--- config.mk ---
export PLATFORM = sky130hd
export DESIGN_NAME = branch_trap_unit
export DESIGN_NICKNAME = d
export VERILOG_FILES = /design/src/rtl/branch_trap_unit.sv
export SDC_FILE = /design/constraint.sdc
export NUM_CORES = 1
export LEC_CHECK = 0
export ABC_CLOCK_PERIOD_IN_PS = 3300
export CORE_MARGIN = 3
export CORE_UTILIZATION = 38
export CTS_BUF_LIST = sky130_fd_sc_hd__clkbuf_2
export DETAILED_ROUTE_END_ITERATION = 10
export PLACE_DENSITY = 0.82
export SLEW_MARGIN = 0
export SYNTH_ARGS = -nofsm -noshare
export SYNTH_HDL_FRONTEND = slang
export SYNTH_SLANG_ARGS = --single-unit
export TNS_END_PERCENT = 30
--- constraint.sdc ---
create_clock -name clk -period 3.3 [get_ports clk]
set_clock_uncertainty 0.15 [all_clocks]
set_input_delay 0.66 -clock clk [delete_from_list [all_inputs] [get_ports clk]]
set_output_delay 0.66 -clock clk [all_outputs]
set_load 0.02 [all_outputs]
--- src/rtl/branch_trap_unit.sv ---
// rtl/branch_trap_unit.sv - Bicc/Ticc condition evaluation, window overflow detection and trap sequencing
module branch_trap_unit #(
   parameter  int NWINDOWS = 8,
   localparam int CWPW     = $clog2(NWINDOWS)
) (
   input  logic                clk,
   input  logic                reset,
   input  logic                valid_in,
   input  logic [31:0]         ir,
   input  logic [6:0]          rs_sum,
   input  logic                icc_wr,
   input  logic [3:0]          icc_in,
   input  logic [CWPW-1:0]     cwp,
   input  logic [NWINDOWS-1:0] wim,
   input  logic                trap_ack,
   output logic                bcond,
   output logic                annul,
   output logic                trap_req,
   output logic [7:0]          tt,
   output logic [3:0]          icc,
   output logic                busy
);

   localparam logic [1:0] ST_IDLE  = 2'b00;
   localparam logic [1:0] ST_PEND  = 2'b01;
   localparam logic [1:0] ST_FLUSH = 2'b10;

   logic [1:0]      state;
   logic [3:0]      flags;
   logic            base_cond;
   logic            taken;
   logic            is_bicc;
   logic            is_ticc;
   logic            is_save;
   logic            is_restore;
   logic            accept;
   logic [CWPW-1:0] cwp_dec;
   logic [CWPW-1:0] cwp_inc;
   logic            trap_hit;
   logic [7:0]      trap_tt;
   logic            unused_bits;

   assign unused_bits = ^ir[18:0];

   // Same-cycle icc_wr forwards the ALU flags so a dependent branch sees them.
   assign flags = icc_wr ? icc_in : icc;

   // cond[3] inverts the sense of the lower seven tests.
   always_comb begin
      base_cond = 1'b0;
      case (ir[27:25])
         3'b000:  base_cond = 1'b0;
         3'b001:  base_cond = flags[2];
         3'b010:  base_cond = flags[2] | (flags[3] ^ flags[1]);
         3'b011:  base_cond = flags[3] ^ flags[1];
         3'b100:  base_cond = flags[0] | flags[2];
         3'b101:  base_cond = flags[0];
         3'b110:  base_cond = flags[3];
         default: base_cond = flags[1];
      endcase
   end

   assign taken = base_cond ^ ir[28];

   assign is_bicc    = (ir[31:30] == 2'b00) && (ir[24:22] == 3'b010);
   assign is_ticc    = (ir[31:30] == 2'b10) && (ir[24:19] == 6'b111010);
   assign is_save    = (ir[31:30] == 2'b10) && (ir[24:19] == 6'b111100);
   assign is_restore = (ir[31:30] == 2'b10) && (ir[24:19] == 6'b111101);

   assign accept = valid_in && (state == ST_IDLE);

   assign cwp_dec = (cwp == '0) ? CWPW'(NWINDOWS - 1) : cwp - CWPW'(1);
   assign cwp_inc = (cwp == CWPW'(NWINDOWS - 1)) ? '0 : cwp + CWPW'(1);

   always_comb begin
      trap_hit = 1'b0;
      trap_tt  = 8'h00;
      if (accept) begin
         if (is_ticc && taken) begin
            trap_hit = 1'b1;
            trap_tt  = 8'h80 + {1'b0, rs_sum};
         end else if (is_save && wim[cwp_dec]) begin
            trap_hit = 1'b1;
            trap_tt  = 8'h05;
         end else if (is_restore && wim[cwp_inc]) begin
            trap_hit = 1'b1;
            trap_tt  = 8'h06;
         end
      end
   end

   always_ff @(posedge clk) begin
      if (reset) begin
         state    <= ST_IDLE;
         bcond    <= 1'b0;
         annul    <= 1'b0;
         trap_req <= 1'b0;
         tt       <= 8'h00;
         icc      <= 4'h0;
      end else begin
         if (icc_wr) begin
            icc <= icc_in;
         end
         case (state)
            ST_IDLE: begin
               bcond <= accept && is_bicc && taken;
               annul <= accept && is_bicc && ir[29] && (!taken || (ir[28:25] == 4'b1000));
               if (trap_hit) begin
                  tt       <= trap_tt;
                  trap_req <= 1'b1;
                  state    <= ST_PEND;
               end
            end
            ST_PEND: begin
               bcond <= 1'b0;
               annul <= 1'b0;
               if (trap_ack) begin
                  trap_req <= 1'b0;
                  annul    <= 1'b1;
                  state    <= ST_FLUSH;
               end
            end
            default: begin
               bcond <= 1'b0;
               annul <= 1'b0;
               state <= ST_IDLE;
            end
         endcase
      end
   end

   assign busy = (state != ST_IDLE);

endmodule
-- Word level (Yosys, flattened, before mapping)
Index checks and enable logic that the tools add are counted.
Widths: inputs -> output; s select.
- flip-flop bits (word level): 17
- bits in latches: 0
- bits in writable memories: 0
- memory bits (read-only): 0
- input bits: 59
- output and inout bits: 16
- logic and storage cells: 80
- memories: 0
- $add $sub $neg: 3
- $mul: 0
- divide/modulo/power cells: 0
- magnitude comparators: 2
- eq/ne operators: 16
- shifts and indexed selects: 0
- mux-type cells: 24
- bitwise gates (word level): 5
- reductions and logical operators: 24
- operators by type and width (operator ; count):
    $eq 6x6->1 const B ; 3
    $mux 8 ; 2
    $eq 3x3->1 const B ; 4
    $logic_and 1x1->1 ; 12
    $mux 3 ; 4
    $eq 3x2->1 const B ; 3
    $mux 1 ; 9
    $add 8x7->8 const A ; 1
    $lt 3x4->1 const B ; 2
    $pmux 1 s7 ; 1
    $bmux 1 s3 ; 2
    $logic_not 3->1 ; 2
    $eq 4x4->1 const B ; 1
    $logic_not 2->1 ; 2
    $mux 2 ; 2
    $mux 4 ; 1
    $ne 2x2->1 const B ; 2
    $pmux 1 s2 ; 2
    $pmux 2 s2 ; 1
    $reduce_and 2->1 ; 2
    $reduce_bool 2->1 ; 2
    $add 3x1->3 const B ; 1
    $eq 3x1->1 const B ; 1
    $reduce_and 3->1 ; 1
    other kinds (9) ; 11

-- Longest topological paths before layout
- depth in word-level cells: 11
- gate-level depth with buffers: 9
- mapped depth without buffers: 8

-- Least setup slack after synthesis
Ideal clock, no wire load.
- path kind: input-to-reg
- start point: input cwp[0]
- end point: register tt[2]
- setup time: 122 ps
- arrival: 2461 ps
- data required time: 3028 ps
- path slack: 568 ps
- stages on the path: 7
- path buffers: 0
- cell sequence: ha_1 > ha_1 > nor2_1 > mux4_2 > a22oi_2 > a31oi_1 > o311a_1
- cells in the longest elaborated chain, start to end: 10
- elaborated cells between the ends (all ways): 21
- classes of those cells: add/sub: 2; eq/ne: 1; mux: 14; reduce/logical: 4
- RTL lines (what ; RTL line ; RTL):
    start: declaration ; 13 ; input logic [CWPW-1:0] cwp,
    $add 3x1->3 or $eq 3x3->1 (tied branches) ; 73 ; assign cwp_inc = (cwp == CWPW'(NWINDOWS - 1)) ? '0 : cwp + CWPW'(1);
    $mux 3 ; 73 ;
    $bmux 1 s3 ; 85 ; end else if (is_restore && wim[cwp_inc]) begin
    $mux 1 (implied by the code) ; 85 ;
    $logic_and 1x1->1 ; 85 ;
    $mux 1 ; 85 ;
    $mux 1 ; 82 ; end else if (is_save && wim[cwp_dec]) begin
    $mux 1 ; 79 ; if (is_ticc && taken) begin
    $mux 1 ; 78 ; if (accept) begin
    $reduce_and 2->1 (no line) ; - ;
    end signal: assignment ; 109 ; tt <= trap_tt;
    end: declaration ; 19 ; output logic [7:0] tt,
Several ways; a longest one is shown, not always the timed one. The select of a mux whose other input is x is not followed.
A chain may end at the register's enable or synchronous reset.

-- Final worst setup path
- start point: input cwp[0]
- end point: register tt[3]
- cells in the longest elaborated chain, start to end: 10
- elaborated cells between the ends (all ways): 17
- classes of those cells: add/sub: 2; eq/ne: 1; mux: 10; reduce/logical: 4
- RTL lines (what ; RTL line):
    $add 3x1->3 or $eq 3x3->1 (tied branches) ; 73
    $mux 3 ; 73
    $bmux 1 s3 ; 85
    $mux 1 (implied by the code) ; 85
    $logic_and 1x1->1 ; 85
    $mux 1 ; 85
    $mux 1 (*) ; 82
    $mux 1 (*) ; 79
    $mux 1 (*) ; 78
    $reduce_and 2->1 (no line) (*) ; -
Mark *: on every way between the ends. The rest lies on a longest branch, timed or not. The select of a mux whose other input is x is not followed.

==> flow_metrics.py <==
metrics = {
    "finish": {
        "final_cells": 233,
        "diodes": 0,
        "finish.utilization": 0.635,
        "n_fill_cell": 282,
        "drive_gt1_frac": 0.110,
        "syn2layout_area_growth_pct": 50.6,
        "fin_nets": 255,
    },
    "timing": {
        "slew_headroom": 0.566,
        "hold_viol": 0,
        "rsz0062_at_grt": "no",
        "slew_viol_final": 0,
        "worst_pin_slew_ns": 0.649,
        "period_minus_slack_ns": 3.10,
        "min_period_over_period": 0.940,
        "setup_violations": 0,
        "timing.fmax_ghz": 0.323,
        "tns_ns": 0,
    },
    "global_routing": {
        "grt_use_met2": 0.324,
        "overflow": 0,
        "grt_max_degree": 12,
        "globalRouteMet1Util": 0.196,
        "grt_pass1_wl_um": 5640,
        "antenna_found_initial": 0,
        "grt-busiest-layer": "met2",
        "grt_pass1_vias": 1263,
        "grt_use_total": 0.173,
        "met3_usage": 0.0252,
    },
    "routing": {
        "drc": 0,
        "wl_per_cell_um": 14.3,
        "drtIter0Drc": 45,
        "routed_wirelength_um": 3340,
        "drt_pre_antenna_iters": 6,
        "ant_nets": 0,
        "viasPerCell": 5.36,
        "via_count": 1250,
    },
    "synthesis": {
        "yosysTopAreaCellShare": 0.278,
        "synth.most_common_cell": "dfxtp_1",
        "synth.top_cells.by_area": "dfxtp_1, mux2i_1, ha_1, mux4_2, nor2_1",
        "ys_top_cells_by_count": "dfxtp_1, nor2_1, mux2i_1",
        "synth-seq-cells": 17,
        "synth_cell_types": 49,
        "postSynthCellCount": 135,
        "synth_edf_count": 0,
        "ys_async_sr_fraction": 0,
        "syn_avg_cell_area_um2": 9.05,
        "synth_nets": 198,
        "synthFlopType": "dfxtp_1",
        "synth-seq-area-share": 0.278,
        "yosys_warnings": 0,
        "netlist_area_mm2": 0.00122,
        "yosysTopAreaCell": "dfxtp_1",
    },
    "worst_hold_path": {
        "hp-start": "tt[7]",
        "min_path_cells": 2,
        "hp-class": "reg -> reg",
        "min_to": "tt[7]",
    },
    "clocking": {
        "clockBufferDepth": 2,
        "tritoncts": "built",
        "clk_latency_ns": 0.28,
        "cts_buffers": 3,
        "clockRootBuffer": "clkbuf_2",
        "post_cts_buffers": 0,
        "holdBufCountCts": 0,
        "h-tree-depth": 1,
        "path_clk_slew_ns": 0.16,
        "ctsResizeCount": 0,
        "cts_sinks": 17,
    },
    "critical_path": {
        "r2r_slack_ns": 1.13,
        "rr_worst_depth": 6,
        "worstReg2RegEnd": "tt[2]",
        "crit_arrival_ns": 3.13,
        "crit_required_ns": 3.32,
        "start_kind": "primary input",
        "r2r-start": "icc[1]",
        "crit_fanout": 8,
        "cp-end-kind": "register",
        "timing_worst_setup_path_type": "in -> reg",
    },
    "die": {
        "die-width_um": 62.7,
        "io_pins": 75,
        "die_h_um": 62.7,
        "num_rows": 19,
        "core_mm2": 0.00290,
        "dieArea_mm2": 0.00393,
        "start_util": 0.421,
    },
    "run": {
        "drv_cap": 0,
    },
    "placement": {
        "finalWeightedCongestion": 0.748,
        "dp.cells": 229,
        "port_buffers": 55,
        "hpwl_um": 2820,
    },
    "outcome": {
        "status": "finished, final reports clean",
    },
    "power": {
        "leakagePower_nw": 0.700,
        "ir_drop_uv": 96.6,
        "powerDensity_mw_per_mm2": 241,
    },
}
area by class of cell:
class | instances | area, µm² | area share
multi-input combinational | 104 | 821 | 0.446
timing repair buffer | 59 | 581 | 0.315
sequential | 17 | 340 | 0.185
tap | 42 | 52.6 | 0.0286
inverter | 7 | 26.3 | 0.0143
clock buffer | 4 | 20.0 | 0.0109
logic make-up after synthesis:
family / Yosys count / share of synthesized area
adders and majority gates: 4 / 0.0409
DFF: 17 / 0.278
xor gates and xnor gates: 3 / 0.0215
and+or+nand+nor: 58 / 0.295
AOI/OAI and AO/OA: 25 / 0.170
buffers and inverters: 14 / 0.0501
muxes: 14 / 0.144
layer usage:
| layer | wire [µm] | share of wire |
|---|---|---|
| met1 | 1380 | 0.41 |
| met2 | 1730 | 0.52 |
| met3 | 195 | 0.058 |
| met4 | 41 | 0.012 |
| met5 | 0 | 0 |
cells in the final DEF, fill, tap and decap left out, types with 2 or more instances in the layout:
| cell | n |
|---|---|
| clkdlybuf4s50_1 | 55 |
| dfxtp_1 | 17 |
| nor2_1 | 11 |
| mux2i_1 | 9 |
| nand2_1 | 8 |
| inv_1 | 7 |
| nand3_1 | 7 |
| a21oi_1 | 6 |
| nand3b_1 | 5 |
| nor3_1 | 4 |
| nor2b_1 | 4 |
| a211oi_1 | 4 |
| ha_1 | 4 |
| clkbuf_2 | 4 |
| buf_4 | 4 |
| nand2b_1 | 3 |
| mux4_2 | 2 |
| a221o_1 | 2 |
| xor2_1 | 2 |
| mux2_4 | 2 |
| nor3b_1 | 2 |
| and2_1 | 2 |
| nor4_1 | 2 |
registers in the layout, indices dropped and copies added (netlist names):
name and cells:
tt 8, icc 4, state 2, annul 1
bcond 1, trap_req 1
how the worst max path moves through the flow:
stage	startpoint	end	depth (start not counted)
CTS	cwp[0]	tt[4]	10
finish	cwp[0]	tt[3]	10
global placement	cwp[0]	tt[2]	8
global route	cwp[0]	tt[7]	10
detailed placement	cwp[0]	tt[4]	10
floorplan	cwp[0]	tt[2]	7
per-stage QoR:
step                      setup WS, ns  power (mW)  hold slack, ns  instance area (µm²)
after floorplan                  0.568       0.282           0.330                 1220
after global placement          0.0413       0.349           0.311                 1820
after detailed placement       -0.0847       0.354           0.312                 1820
after CTS                        0.232       0.445           0.333                 1840
after global routing            0.0763       0.466           0.369                 1840
final                            0.200       0.443           0.331                 1840
power by group:
group	internal, mW	switching (mW)
Clock	0.0322	0.0613
Sequential	0.209	0.00153
Combinational	0.0823	0.0571
critical path: stages:
cell and delay, ns:
clkdlybuf4s50_1 0.49, buf_4 0.12, inv_1 0.05, ha_1 0.20, or3_1 0.38, a211oi_1 0.24, nand3_1 0.14, a31oi_1 0.57
nand3b_1 0.19, mux2i_1 0.07
No activity file was read; power rests on OpenSTA's default activity.
